<file path="src/rtl/nl2_cln_rr_pkg.sv">
// Shared definitions for the cluster-local round-robin request/response path.
//   CLN_RR_LENGTH / CLN_RR_ADDR : default requester count and index width
//   CLN_RSP_DEPTH               : default number of outstanding requests
//   CLN_RSP_DW                  : default response data width
//   rr_idx_t                    : requester index at the default width
//   rsp_beat_t                  : one response beat {data, last}
package nl2_cln_rr_pkg;

  localparam int CLN_RR_LENGTH = 2;
  localparam int CLN_RR_ADDR   = (CLN_RR_LENGTH > 1) ? $clog2(CLN_RR_LENGTH) : 1;
  localparam int CLN_RSP_DEPTH = 8;
  localparam int CLN_RSP_DW    = 64;

  typedef logic [CLN_RR_ADDR-1:0] rr_idx_t;

  typedef struct packed {
    logic [CLN_RSP_DW-1:0] data;
    logic                  last;
  } rsp_beat_t;

endpackage

</file>
<file path="src/rtl/nl2_cln_idx_fifo.sv">
// Generic synchronous FIFO with a combinational head (first-word-fall-through
// read of the registered storage) and registered full/empty/count.
//   clk, rst_a        : clock, asynchronous active-high reset of pointers/count
//   push, push_data   : write request; ignored while full
//   pop               : remove the head entry; ignored while empty
//   head              : entry at the read pointer (meaningless while empty)
//   full, empty, count: occupancy, all derived from registered state
module nl2_cln_idx_fifo #(
  parameter int DEPTH = 8,
  parameter int W     = 1,
  localparam int PTRW = $clog2(DEPTH)
) (
  input  logic          clk,
  input  logic          rst_a,
  input  logic          push,
  input  logic [W-1:0]  push_data,
  input  logic          pop,
  output logic [W-1:0]  head,
  output logic          full,
  output logic          empty,
  output logic [PTRW:0] count
);

  logic [W-1:0]    mem [DEPTH];
  logic [PTRW-1:0] wr_ptr;
  logic [PTRW-1:0] rd_ptr;
  logic            do_push;
  logic            do_pop;

  assign full    = (count == (PTRW+1)'(DEPTH));
  assign empty   = (count == '0);
  assign do_push = push && !full;
  assign do_pop  = pop && !empty;

  // A freshly written entry is only visible at the head from the next cycle:
  // the head reads storage, never the write port.
  assign head = mem[rd_ptr];

  always_ff @(posedge clk) begin
    if (do_push) begin
      mem[wr_ptr] <= push_data;
    end
  end

  // Pointers wrap naturally because DEPTH is a power of two.
  always_ff @(posedge clk or posedge rst_a) begin
    if (rst_a) begin
      wr_ptr <= '0;
      rd_ptr <= '0;
      count  <= '0;
    end else begin
      if (do_push) begin
        wr_ptr <= wr_ptr + 1'b1;
      end
      if (do_pop) begin
        rd_ptr <= rd_ptr + 1'b1;
      end
      if (do_push && !do_pop) begin
        count <= count + 1'b1;
      end else if (!do_push && do_pop) begin
        count <= count - 1'b1;
      end
    end
  end

endmodule

</file>
<file path="src/rtl/nl2_cln_rsp_route.sv">
// Return-path router: remembers, in order, which requester each accepted
// downstream request came from and steers the in-order response bursts back
// to that requester.
//   clk, rst_a            : clock, asynchronous active-high reset
//   req_push, req_idx     : a request from requester req_idx was accepted
//   req_allow             : index FIFO has room; upstream gates acceptance
//   rsp_valid/ready/data/last : shared downstream response channel
//   out_valid[LENGTH]     : one-hot valid towards the head requester
//   out_ready[LENGTH]     : per-requester ready (only the head's is used)
//   out_data, out_last    : shared response data/last towards requesters
//   outstanding           : number of queued indices
//   err_unexp             : one-cycle pulse after a response arrived with
//                           nothing outstanding
module nl2_cln_rsp_route
  import nl2_cln_rr_pkg::*;
#(
  parameter int LENGTH = 2,
  parameter int ADDR   = $clog2(LENGTH),
  parameter int DEPTH  = CLN_RSP_DEPTH,
  parameter int PTRW   = $clog2(DEPTH),
  parameter int DW     = 64
) (
  input  logic              clk,
  input  logic              rst_a,
  input  logic              req_push,
  input  logic [ADDR-1:0]   req_idx,
  output logic              req_allow,
  input  logic              rsp_valid,
  output logic              rsp_ready,
  input  logic [DW-1:0]     rsp_data,
  input  logic              rsp_last,
  output logic [LENGTH-1:0] out_valid,
  input  logic [LENGTH-1:0] out_ready,
  output logic [DW-1:0]     out_data,
  output logic              out_last,
  output logic [PTRW:0]     outstanding,
  output logic              err_unexp
);

  logic [ADDR-1:0]   head;
  logic              full;
  logic              empty;
  logic [LENGTH-1:0] head_sel;
  logic              head_ready;
  logic              fire;
  logic              pop;
  logic              err_reg;

  nl2_cln_idx_fifo #(
    .DEPTH (DEPTH),
    .W     (ADDR)
  ) u_idx_fifo (
    .clk       (clk),
    .rst_a     (rst_a),
    .push      (req_push),
    .push_data (req_idx),
    .pop       (pop),
    .head      (head),
    .full      (full),
    .empty     (empty),
    .count     (outstanding)
  );

  // Registered-only: no path from the response handshake back to upstream.
  assign req_allow = !full;

  // Decode the head index once; both valid steering and ready selection use it.
  for (genvar gi = 0; gi < LENGTH; gi++) begin : g_sel
    assign head_sel[gi]  = (head == ADDR'(gi));
    assign out_valid[gi] = rsp_valid && !empty && head_sel[gi];
  end

  assign head_ready = |(head_sel & out_ready);
  assign rsp_ready  = !empty && head_ready;
  assign out_data   = rsp_data;
  assign out_last   = rsp_last;

  // Only the last beat retires the index, so a burst stays on one port.
  assign fire = rsp_valid && rsp_ready;
  assign pop  = fire && rsp_last;

  // A beat with nothing outstanding is held off (rsp_ready=0), not dropped.
  always_ff @(posedge clk or posedge rst_a) begin
    if (rst_a) begin
      err_reg <= 1'b0;
    end else begin
      err_reg <= rsp_valid && empty;
    end
  end

  assign err_unexp = err_reg;

  // Upstream must never offer a request while the index FIFO is full.
  push_when_full_a: assert property (@(posedge clk) disable iff (rst_a) !(req_push && full));

endmodule

</file>
<file path="config.mk">
export PLATFORM = sky130hd
export DESIGN_NAME = nl2_cln_rsp_route
export DESIGN_NICKNAME = d
export VERILOG_FILES = /design/src/rtl/nl2_cln_rr_pkg.sv /design/src/rtl/nl2_cln_idx_fifo.sv /design/src/rtl/nl2_cln_rsp_route.sv
export SDC_FILE = /design/constraint.sdc
export NUM_CORES = 1
export LEC_CHECK = 0
export ABC_CLOCK_PERIOD_IN_PS = 5100
export CORE_MARGIN = 8
export CORE_UTILIZATION = 32
export CTS_CLUSTER_DIAMETER = 100
export CTS_CLUSTER_SIZE = 28
export DETAILED_ROUTE_END_ITERATION = 6
export PLACE_DENSITY = 0.95
export SLEW_MARGIN = 10
export SYNTH_ARGS = -nofsm -noshare
export SYNTH_HDL_FRONTEND = slang
export SYNTH_SLANG_ARGS = --single-unit
</file>
<file path="constraint.sdc">
create_clock -name clk -period 5.1 [get_ports clk]
set_input_delay 1.02 -clock clk [delete_from_list [all_inputs] [get_ports clk]]
set_output_delay 1.02 -clock clk [all_outputs]
set_load 0.03 [all_outputs]
</file>
==> results of run 1 <==
## routing by layer
layer / track usage / part of all wire / vias to the layer above
met3: 0.04590 / 0.11 / 8
met5: 0 / 0 / -
met1: 0.05745 / 0.35 / 353
met4: 0.04082 / 0.020 / 0
li1: - / - / 324
met2: 0.1018 / 0.52 / 26
## worst reg2reg max path, cell delays in order, from the launching register on
cell and delay (ns):
dfrtp_1 0.48, o41ai_1 0.80, nor2_1 0.18, mux2i_4 0.27
ha_1 0.22, inv_1 0.09, ha_1 0.28, a21o_1 0.17
a21oi_1 0.16, xnor2_1 0.13, nor2_1 0.06, xor2_1 0.14
## layout make-up
cell class,count,area (sq um),share of cell area
clock buffers,4,45.04,0.03575
repair buffers,17,170.2,0.1351
flip-flops and latches,19,515.5,0.4091
inverters,4,15.01,0.01192
multi-input cells,58,449.2,0.3565
well taps,52,65.06,0.05164
## logic make-up (layout without fill, tap and decap cells)
| logic type | Yosys count | after routing | synth area share |
|---|---|---|---|
| DFF | 19 | 19 | 0.3512 |
| xor gates and xnor gates | 8 | 8 | 0.04774 |
| muxes | 7 | 7 | 0.08610 |
| buffers and inverters | 69 | 25 | 0.3427 |
| adders and majority gates | 6 | 6 | 0.05627 |
| AOI/OAI and AO/OA | 5 | 5 | 0.02131 |
| and+or+nand+nor | 32 | 32 | 0.09463 |
## per-stage QoR
step                cell area [sq um]  total power, W
global placement                 1215       0.0006660
floorplan                        1468       0.0006551
global route                     1260       0.0008490
detailed placement               1215       0.0006972
finish                           1260       0.0007910
CTS                              1260       0.0008012
## worst min path at each step
stage / startpoint / to / slack, ns / depth (start not counted)
2_1_floorplan: u_idx_fifo.rd_ptr[2] / u_idx_fifo.rd_ptr[2] / 0.47 / 1
5_1_grt: u_idx_fifo.rd_ptr[2] / u_idx_fifo.rd_ptr[2] / 0.52 / 1
6_report: u_idx_fifo.rd_ptr[2] / u_idx_fifo.rd_ptr[2] / 0.51 / 1
3_5_place_dp: u_idx_fifo.rd_ptr[2] / u_idx_fifo.rd_ptr[2] / 0.50 / 1
3_3_place_gp: u_idx_fifo.rd_ptr[2] / u_idx_fifo.rd_ptr[2] / 0.49 / 1
4_1_cts: u_idx_fifo.rd_ptr[2] / u_idx_fifo.rd_ptr[2] / 0.51 / 1
## cells in the mapped netlist, drive strengths merged
master and count:
nand2 13, mux2 3, fa 1, inv 4, mux4 2, nor4 2
ha 5, o41ai 1, mux2i 2, a21oi 2, edfxtp 8, buf 65
nor2 9, xor2 2, xnor2 6, and2 1, dfrtp 11, o21ai 1
a21o 1, nand2b 2, nor3 5
## sequential cells by signal, summed over array words and instances (netlist names)
signal	count
u_idx_fifo.wr_ptr	3
u_idx_fifo.mem	8
err_unexp	1
u_idx_fifo.rd_ptr	3
u_idx_fifo.count	4
## report_power, final
part           internal (W)  switching (W)  total (W)
Sequential         0.000214      0.0000733   0.000287
Clock             0.0000554      0.0000460   0.000101
Combinational      0.000200       0.000203   0.000403
Total              0.000469       0.000322   0.000791
==> reports/qor.txt, run 1 <==
sequential-to-total area share from yosys stat - 0.3512
worst path buffer plus inverter count - 2
Yosys warning count - 0
cell taking the most area after synthesis - buf_4
Final period util - 0.6813
Core Area - 4384 sq um
reg2reg setup slack - 2.01 ns
Longest Clk Path Bufs - 2
Stages on worst setup path - 4
Max Cap Violations - 0
CP endpoint - out_valid[0]
Static Leak - 0.5025 nW
syn_area_per_cell - 10.05 sq um
Slew headroom - 0.4656
dpl hpwl - 1793 um
Final Skew - 0.002535 ns
total global routing overflow - 0
outcome - finished, final reports clean
ranking of synthesized cells by area - buf_4, dfrtp_1, edfxtp_1
CTS H-tree depth - 1
most frequent cells in the layout - clkdlybuf4s50_1, nand2_1, dfrtp_1
crit-path cells - clkdlybuf4s50_1 > o41ai_1 > nor2_1 > clkdlybuf4s50_1
Setup TNS - 0 ns
final count of hold timing violations - 0
Die Y-Extent - 83.73 um
Final Slew Violations - 0
max incr delay on CP - 0.68 ns
die span in x - 83.73 um
crit path max fanout - 4
diodes inserted - 0
Top cell by count, worst path - clkdlybuf4s50_1
CP Data Arrival Time - 2.45 ns
IO Pins - 146
Filler Cell Count - 462
pre-CTS setup slack - 1.608 ns
# DRC - 0
unrepaired setup endpoints after global routing - no
post-CTS setup repair buffer count - 0
vias in the first global route - 776
synth unique cells - 23
CP max-delay cell - clkdlybuf4s50_1
layout overhead on the synthesized area - -14.15%
Worst EP required - 4.08 ns
endpoints failing setup - 0
CTS tree - yes
first-pass GRT wire length - 3712 um
VDD IR max - 0.0001570 V
fmax - 287.8 MHz
Sink Count - 19
fin worst setup slack - 1.625 ns
total number of vias - 711
# resized after CTS - 0
Final Util - 0.2874
delay-heaviest family, CP - buffers and inverters
die area - 7010 sq um
Net Count, Synth - 224
fin cells - 154
Global Route Usage Sum - 0.06411
Post-Syn Area - 1468 sq um
routed wire length - 2247 um
final hold slack - 0.5071 ns
DRT iter0 DRCs - 56
Cells after Synth - 146
Root Driver - clkbuf_8
Final nets - 181
Detail Route Antenna Nets - 0
Initial Util - 0.3348
Clk pin slew, worst setup/hold paths - 0.07 ns
Rows - 24
Initial DRT Pass Iterations - 4
# hold bufs at CTS - 0
crit path from - rsp_valid
Port Buffer Count - 17
share of layout cells above drive strength 1 - 0.06863
Worst setup EP type - output port
flops & latches, synth - 19
worst r2r path cells - 11
reg-to-reg critical path endpoint - u_idx_fifo.count[3]
most common cell after layout, fill and taps aside - clkdlybuf4s50_1
WL/cell - 14.59 um
worst skew pair latency - 0.25 ns
initial antenna violation count - 0
Worst Tran Pin Value - 0.7913 ns
RePlAce Congestion - 0.7391
Critical R2R Launch - u_idx_fifo.count[0]
largest net degree at the start of global routing - 12
critical path type - in2out
total CTS buffers - 3
Power Dens Cells - 627.8 nW/um^2
placed insts - 150
final worst path period need - 3.475 ns
startpoint types - input port
share of the synthesized area in the top cell type - 0.3325
Vias/cell - 4.617
Min-Delay Path Class - reg2reg
(Power assumes the default switching activity.)
==> inputs of run 2 (changes only) <==
ABC_CLOCK_PERIOD_IN_PS = 2840   (was 5100)
CORE_UTILIZATION = 27   (was 32)
PLACE_DENSITY = 0.87   (was 0.95)
clock period = 2.84 ns   (was 5.1 ns; I/O delays follow)
==> run 2 against run 1 <==
Against the previous run: routed wire length rose by 2.2%; largest cell class unchanged; sequential power is 66% higher; final cell count is 19% higher.
==> reports/qor.txt, run 2 (synthesized netlist as in run 1, its figures left out) <==
outcome - finished, final reports clean
critical path type - reg2reg
top flop regs - u_idx_fifo.mem: 8 flops, u_idx_fifo.count: 4 flops
Cell Area, Placed - 1308 sq um
reg2reg setup slack - 0.09 ns
largest reg by FF count - u_idx_fifo.mem
Root Driver - clkbuf_8
fin cells - 183
Power Dens Cells - 1122 nW/um^2
most frequent cells in the layout - clkdlybuf4s50_1, nand2_1, dfrtp_1
Worst setup EP type - flip-flop
Die Y-Extent - 89.73 um
Clk pin slew, worst setup/hold paths - 0.07 ns
Slew headroom - 0.6897
Worst EP required - 2.98 ns
layout overhead on the synthesized area - -6.735%
Sink Count - 19
pre-CTS setup slack - -0.03102 ns
Detail Route Antenna Nets - 0
Final Util - 0.2548
IO Pins - 146
largest net degree at the start of global routing - 12
DRT iter0 DRCs - 38
total global routing overflow - 0
Static Leak - 0.5453 nW
vias in the first global route - 756
die span in x - 89.73 um
placed insts - 179
CTS H-tree depth - 1
fin worst setup slack - 0.09162 ns
share of layout cells above drive strength 1 - 0.1982
RePlAce Congestion - 0.7247
WL/cell - 12.55 um
min-delay src - u_idx_fifo.rd_ptr[2]
final count of hold timing violations - 0
Initial DRT Pass Iterations - 3
# hold bufs at CTS - 0
initial antenna violation count - 0
Min-Delay Path Class - reg2reg
Initial Util - 0.2732
CTS tree - yes
Vias/cell - 4.071
dpl hpwl - 1777 um
Final Skew - 0.001273 ns
Final period util - 0.9677
Longest Clk Path Bufs - 2
Rows - 27
final hold slack - 0.5165 ns
Final Slew Violations - 0
total CTS buffers - 3
Largest register FFs - 8
post-route cell area - 1369 sq um
CP Data Arrival Time - 2.89 ns
final worst path period need - 2.748 ns
hold path endpoint - u_idx_fifo.rd_ptr[2]
VDD IR max - 0.0003030 V
# DRC - 0
total number of vias - 745
hold depth - 1
worst r2r path cells - 11
most common cell after layout, fill and taps aside - clkdlybuf4s50_1
die area - 8051 sq um
reg-to-reg critical path endpoint - u_idx_fifo.count[3]
crit path max fanout - 3
Max Cap Violations - 0
startpoint types - flip-flop
Final nets - 190
worst skew pair latency - 0.26 ns
Worst Tran Pin Value - 0.4649 ns
first-pass GRT wire length - 3643 um
Port Buffer Count - 17
Critical R2R Launch - u_idx_fifo.rd_ptr[0]
Core Area - 5371 sq um
endpoints failing setup - 0
Global Route Usage Sum - 0.05627
routed wire length - 2296 um
diodes inserted - 0
fmax - 363.9 MHz
[run 2: cell types whose count changed in the layout (fill, tap and decap cells not counted), moves of 2 or more]
cell / previous run / this run
dlygate4sd2_1: 0 / 2
ha_1: 5 / 3
clkdlybuf4s50_1: 17 / 15
mux4_2: 0 / 2
buf_4: 0 / 9
mux4_1: 2 / 0
[run 2: cell type report]
| class | instances | area (sq um) |
|---|---|---|
| Clock buffer | 4 | 45.04 |
| Fill cell | 550 | 4003 |
| Inverter | 4 | 15.01 |
| Multi-Input combinational cell | 58 | 467.9 |
| Sequential cell | 19 | 515.5 |
| Tap cell | 72 | 90.09 |
| Timing Repair Buffer | 26 | 235.2 |
[run 2: per-layer routing]
layer  vias up  GRT usage  wire (um)
met3         7    0.03741        221
met2        35    0.08466       1103
met1       356    0.05534        909
met5         -          0          0
met4         0    0.03808         62
li1        347          -          -
[run 2: report_power, final]
| part | total (W) | leakage (nW) | internal (W) | switching [W] |
|---|---|---|---|---|
| Sequential | 0.000476 | 0.205 | 0.000384 | 0.0000923 |
| Clock | 0.000192 | 0.0228 | 0.0000999 | 0.0000918 |
| Combinational | 0.000868 | 0.318 | 0.000427 | 0.000441 |
[run 2: worst max-delay path by stage]
stage	start	end	slack (ns)	depth (start not counted)
after detailed placement	rsp_valid	u_idx_fifo.count[3]	-0.03	12
after floorplan	u_idx_fifo.count[0]	u_idx_fifo.count[3]	0.001	11
after CTS	u_idx_fifo.rd_ptr[0]	u_idx_fifo.count[3]	0.01	11
after global placement	rsp_valid	u_idx_fifo.count[3]	0.09	12
after global routing	u_idx_fifo.rd_ptr[0]	u_idx_fifo.count[3]	-0.04	11
final	u_idx_fifo.rd_ptr[0]	u_idx_fifo.count[3]	0.09	11
[run 2: stage by stage]
stage	power (W)	TNS, ns
5_1_grt	0.001640	-0.04226
3_3_place_gp	0.001282	0
6_report	0.001536	0
3_5_place_dp	0.001318	-0.03102
4_1_cts	0.001507	0
2_1_floorplan	0.001176	0
[run 2: timing repair]
item                       in CTS  in global routing
gates resized for setup         2                  6
buffers inserted                0                  0
setup endpoints to repair       2                  1
pin swaps                       0                  1
[run 2: critical path: stages (launching register included)]
cell and delay, ns:
dfrtp_1 0.40, mux4_2 0.52, mux2_4 0.32, mux2i_4 0.17, ha_2 0.19, inv_1 0.05
ha_1 0.26, a21o_1 0.20, a21oi_2 0.14, xnor2_1 0.14, nor2_1 0.08, xor2_1 0.14
==> inputs of run 3 (changes only) <==
ABC_CLOCK_PERIOD_IN_PS = 2500   (was 2840)
clock period = 2.5 ns   (was 2.84 ns; I/O delays follow)
==> run 3 against run 2 <==
Against the previous run: the run now ends with setup timing left; sequential cell count did not move; via count rose by 0.67%; maximum frequency rose by 4.5%; combinational power rose by 23%; critical path type unchanged; largest cell class unchanged; largest power group unchanged; highest routed layer unchanged.
==> reports/qor.txt, run 3 (synthesized netlist as in run 1, its figures left out) <==
outcome - finished with violations
failing checks - setup timing
pre-CTS setup slack - -0.2007 ns
Worst Tran Pin Value - 0.4709 ns
sequential fraction of design power - 0.298
Cell Int Power - 0.001095 W
crit path max fanout - 3
Min-Delay Path Class - in2async
Vias/cell - 4.011
VDD IR max - 0.0004585 V
Clock power frac - 0.115
Power Dens Cells - 1280 nW/um^2
die span in x - 89.73 um
Longest Clk Path Bufs - 2
largest net degree at the start of global routing - 12
WL/cell - 12.34 um
initial antenna violation count - 0
placed insts - 182
Final period util - 1.052
Largest register FFs - 8
final hold slack - 0.5368 ns
DRT iter0 DRCs - 24
routed wire length - 2308 um
Port Buffer Count - 17
top flop regs - u_idx_fifo.mem: 8 flops, u_idx_fifo.count: 4 flops
share of layout cells above drive strength 1 - 0.2783
fmax - 380.2 MHz
Slew headroom - 0.6832
Final Skew - 0.004066 ns
largest reg by FF count - u_idx_fifo.mem
Sink Count - 19
IO Pins - 146
Max Cap Violations - 0
CTS tree - yes
reg-to-reg critical path endpoint - u_idx_fifo.count[3]
FF/Latch Area - 515.5 sq um
die area - 8051 sq um
worst skew pair latency - 0.25 ns
total power - 0.001817 W
switching power - 0.0007230 W
Switching Share - 0.3978
dpl hpwl - 1742 um
most frequent cells in the layout - buf_4, clkdlybuf4s50_1, nand2_1
unrepaired setup endpoints after global routing - yes
fin cells - 187
Critical R2R Launch - u_idx_fifo.rd_ptr[0]
# hold bufs at CTS - 0
Static Leak - 0.5707 nW
# DRC - 0
final count of hold timing violations - 0
multi-input logic area - 488.0 sq um
worst r2r path cells - 11
Root Driver - clkbuf_8
endpoints failing setup - 2
most common cell after layout, fill and taps aside - buf_4
total number of vias - 750
Rows - 27
startpoint types - flip-flop
Worst EP required - 2.64 ns
fin worst setup slack - -0.1301 ns
Filler Cell Count - 536
critical path type - reg2reg
CTS H-tree depth - 1
reg2reg setup slack - -0.13 ns
Clk pin slew, worst setup/hold paths - 0.07 ns
Cell Area, Placed - 1341 sq um
diodes inserted - 0
first-pass GRT wire length - 3732 um
Final nets - 194
Global Route Usage Sum - 0.05544
Core Area - 5371 sq um
final worst path period need - 2.630 ns
Detail Route Antenna Nets - 0
Initial DRT Pass Iterations - 2
Logic pwr share - 0.587
total global routing overflow - 0
RePlAce Congestion - 0.6963
Final Slew Violations - 0
layout overhead on the synthesized area - -3.240%
post-route cell area - 1420 sq um
vias in the first global route - 819
Worst setup EP type - flip-flop
CP Data Arrival Time - 2.77 ns
Initial Util - 0.2732
total CTS buffers - 3
Die Y-Extent - 89.73 um
[run 3: power groups by stage]
| stage | clock network [W] | logic, W | registers (W) |
|---|---|---|---|
| 6_report | 0.000209 | 0.00107 | 0.000541 |
| 5_1_grt | 0.000223 | 0.00115 | 0.000558 |
| 4_1_cts | 0.000217 | 0.00103 | 0.000543 |
| 3_5_place_dp | 0 | 0.00101 | 0.000550 |
| 3_3_place_gp | 0 | 0.000978 | 0.000542 |
| 2_1_floorplan | 0 | 0.000735 | 0.000641 |
[run 3: metrics by stage]
stage / utilization / TNS, ns
after floorplan: - / -0.2331
after global placement: 0.2497 / -0.1611
after detailed placement: 0.2497 / -0.4099
after CTS: 0.2600 / -0.4089
after global routing: 0.2644 / -0.4058
final: 0.2644 / -0.2114
[run 3: layout make-up]
cell class	instances	area share
flip-flops and latches	19	0.3630
multi-input cells	58	0.3436
repair buffers	30	0.1859
well taps	72	0.06344
clock buffers	4	0.03172
inverters	4	0.01233
[run 3: how the worst max path moves through the flow]
stage,to,slack (ns),start,depth (start not counted)
finish,u_idx_fifo.count[3],-0.13,u_idx_fifo.rd_ptr[0],11
global route,u_idx_fifo.count[3],-0.19,u_idx_fifo.rd_ptr[0],11
CTS,u_idx_fifo.count[3],-0.21,u_idx_fifo.rd_ptr[0],11
detailed placement,u_idx_fifo.count[3],-0.20,rsp_valid,12
global placement,u_idx_fifo.count[3],-0.10,rsp_valid,12
floorplan,u_idx_fifo.count[3],-0.19,u_idx_fifo.rd_ptr[0],11
[run 3: worst max-delay path, cell delays in order (launching register included)]
cell     delay [ns]
dfrtp_1        0.41
mux4_2         0.53
mux2_4         0.30
mux2i_4        0.20
ha_4           0.18
inv_4          0.07
ha_4           0.19
a21o_1         0.16
a21oi_2        0.13
xnor2_1        0.13
nor2_1         0.08
xor2_1         0.14
[run 3: layer usage]
metal | GRT usage | vias to the layer above | wire length (um)
met4 | 0.03526 | 0 | 59
li1 | - | 348 | -
met1 | 0.05050 | 361 | 827
met5 | 0 | - | 0
met3 | 0.02909 | 13 | 242
met2 | 0.09509 | 28 | 1178
[run 3: what timing repair did]
item                                    CTS  global route
endpoints found under the setup margin    3             4
pin swaps                                 6             4
setup buffers                             1             0
gates resized for setup                   2             5
==> patch (settings of run 1) <==
Make the reset (`rst_a`) synchronous in 2 clocked blocks. Comments in the files are not updated.
--- a/src/rtl/nl2_cln_idx_fifo.sv
+++ b/src/rtl/nl2_cln_idx_fifo.sv
@@ -43,7 +43,7 @@
   end
 
   // Pointers wrap naturally because DEPTH is a power of two.
-  always_ff @(posedge clk or posedge rst_a) begin
+  always_ff @(posedge clk) begin
     if (rst_a) begin
       wr_ptr <= '0;
       rd_ptr <= '0;
--- a/src/rtl/nl2_cln_rsp_route.sv
+++ b/src/rtl/nl2_cln_rsp_route.sv
@@ -80,7 +80,7 @@
   assign pop  = fire && rsp_last;
 
   // A beat with nothing outstanding is held off (rsp_ready=0), not dropped.
-  always_ff @(posedge clk or posedge rst_a) begin
+  always_ff @(posedge clk) begin
     if (rst_a) begin
       err_reg <= 1'b0;
     end else begin
Check against the original RTL: differs if rst_a is asserted again (counterexample within 4 cycles, from zero or initial values and one cycle with rst_a high); with rst_a held inactive, the same outputs for 10 cycles.
==> patch against run 1 <==
- area after synthesis rose by 2.6%
- largest cell class unchanged
- count of clock-buffer cells in the layout unchanged
- total power fell by 19%
- core utilization fell by 0.74 points
- worst setup slack got worse by 110 ps
- synthesized cell count is 6.2% higher
- cell area grew 2.9%
- sequential cell count increased by 3
- clock skew grew 2.8 ps
- routed wire length down 5.0%
- global-route usage down 0.33 points
==> patch: results (changes against run 1) <==
Max-cap violations 0 (unchanged); Post-Synthesis Cells 155 (was 146); clock latency on the worst-skew pair 260 ps; 1st-iter DRT viols 22 (was 56); GP Congestion 0.707 (was 0.739); Psw 0.244 mW (was 0.322 mW); post-place setup slack 1450 ps (was 1610 ps); WP data arrival 2570 ps (was 2450 ps); total wire length 2.13 mm (was 2.25 mm); Synthesis Warnings 0 (unchanged); largest net degree at the start of global routing 14 (was 12); status complete, no violations (unchanged); CP Max Fanout 5 (was 4); synth unique cells 27 (was 23); relative slew slack 67.2% (was 46.6%); Post-synth EDFFs 8 (unchanged); vias in the first global route 763 (was 776); sequential area share after synthesis 34.6% (was 35.1%); router iterations before antenna repair 4 (unchanged); global-route wire length before repair 3.57 mm (was 3.71 mm); setup bufs post-CTS 0 (unchanged); Antenna diodes 0 (unchanged); WL per Instance 13.0 µm (was 14.6 µm); VDD IR max 0.128 mV (was 0.157 mV); CTS clock-pin slew for the worst setup and hold paths 80 ps; CTS H-Tree Depth 1 (unchanged); Post-synth top cells buf_4 (65), dfxtp_1 (14), nor2_1 (14) (was buf_4 (65), nand2_1 (13), dfrtp_1 (11)); Main synth FF type dfxtp_1 (was dfrtp_1); FFs w/ async S/R, synth 0% (was 57.9%); Max clock buf depth 2 (unchanged); leakage power 0.478 nW (was 0.503 nW); HP Class flip-flop to flip-flop (unchanged); DP HPWL 1.64 mm (was 1.79 mm); TritonCTS Buffers 3 (unchanged); fin nets 189 (was 181); layout cells sized above 1 6.36% (was 6.86%); Total GRT Usage 6.08% (was 6.41%); clk_skew 5.33 ps (was 2.54 ps); initial antenna violation count 0 (unchanged); Post-Synthesis Net Count 233 (was 224); clk root buf clkbuf_8 (unchanged); post-cts repair resize count 0 (unchanged); drt via density 4.52 (was 4.62); Synth area leaders buf_4 (32%), dfxtp_1 (19%), edfxtp_1 (16%) (was buf_4 (33%), dfrtp_1 (19%), edfxtp_1 (16%)); port buffer count 17 (unchanged)
## patch: per-stage QoR
step | power [mW] | util (%) | area (µm²)
detailed placement | 0.537 | 27.0 | 1250
global placement | 0.528 | 27.0 | 1250
CTS | 0.646 | 28.0 | 1300
floorplan | 0.531 | - | 1510
global route | 0.682 | 28.0 | 1300
finish | 0.640 | 28.0 | 1300
## patch: final timing paths
| check | start | end | slack [ps] | depth (start not counted) |
|---|---|---|---|---|
| worst max-delay path | rsp_valid | out_valid[1] | 1510 | 4 |
| worst min-delay path | u_idx_fifo.rd_ptr[2] | u_idx_fifo.rd_ptr[2] | 510 | 2 |
| worst max register to register | flip-flop | u_idx_fifo.count[3] | 2010 | 11 |
| worst min register to register | u_idx_fifo.rd_ptr[2] | u_idx_fifo.rd_ptr[2] | 510 | 2 |
## patch: logic make-up after synthesis
| family | share of synthesized area, % |
|---|---|
| AO/OA/AOI/OAI | 4.74 |
| multiplexers | 7.48 |
| flip-flops | 34.6 |
| XOR/XNOR | 2.91 |
| adder cells (fa/ha/maj) | 5.49 |
| buffers and inverters | 33.2 |
| AND/OR/NAND/NOR | 11.6 |
## patch: power groups by stage
stage | Sequential [mW] | Clock (mW) | Combinational (mW)
after floorplan | 0.270 | 0 | 0.261
after global placement | 0.244 | 0 | 0.284
after detailed placement | 0.246 | 0 | 0.290
after CTS | 0.242 | 0.111 | 0.293
after global routing | 0.249 | 0.116 | 0.318
final | 0.242 | 0.108 | 0.290
## patch: critical path, stage by stage
cell             delay, ps
clkdlybuf4s50_1        470
o41a_1                 240
and2_2                 170
clkdlybuf4s50_1        660
## patch: layout make-up
cell class	instances	area [µm²]
Fill cell	481	3330
Sequential cell	22	520
Multi-Input combinational cell	65	485
Timing Repair Buffer	17	170
Tap cell	54	67.6
Clock buffer	4	45.0
Inverter	2	7.51
## patch: routing by layer
layer  global-route usage [%]  wire (µm)
met5                        0          0
met4                     3.24         31
met3                     3.80        212
met2                     10.0       1000
met1                     5.74        886
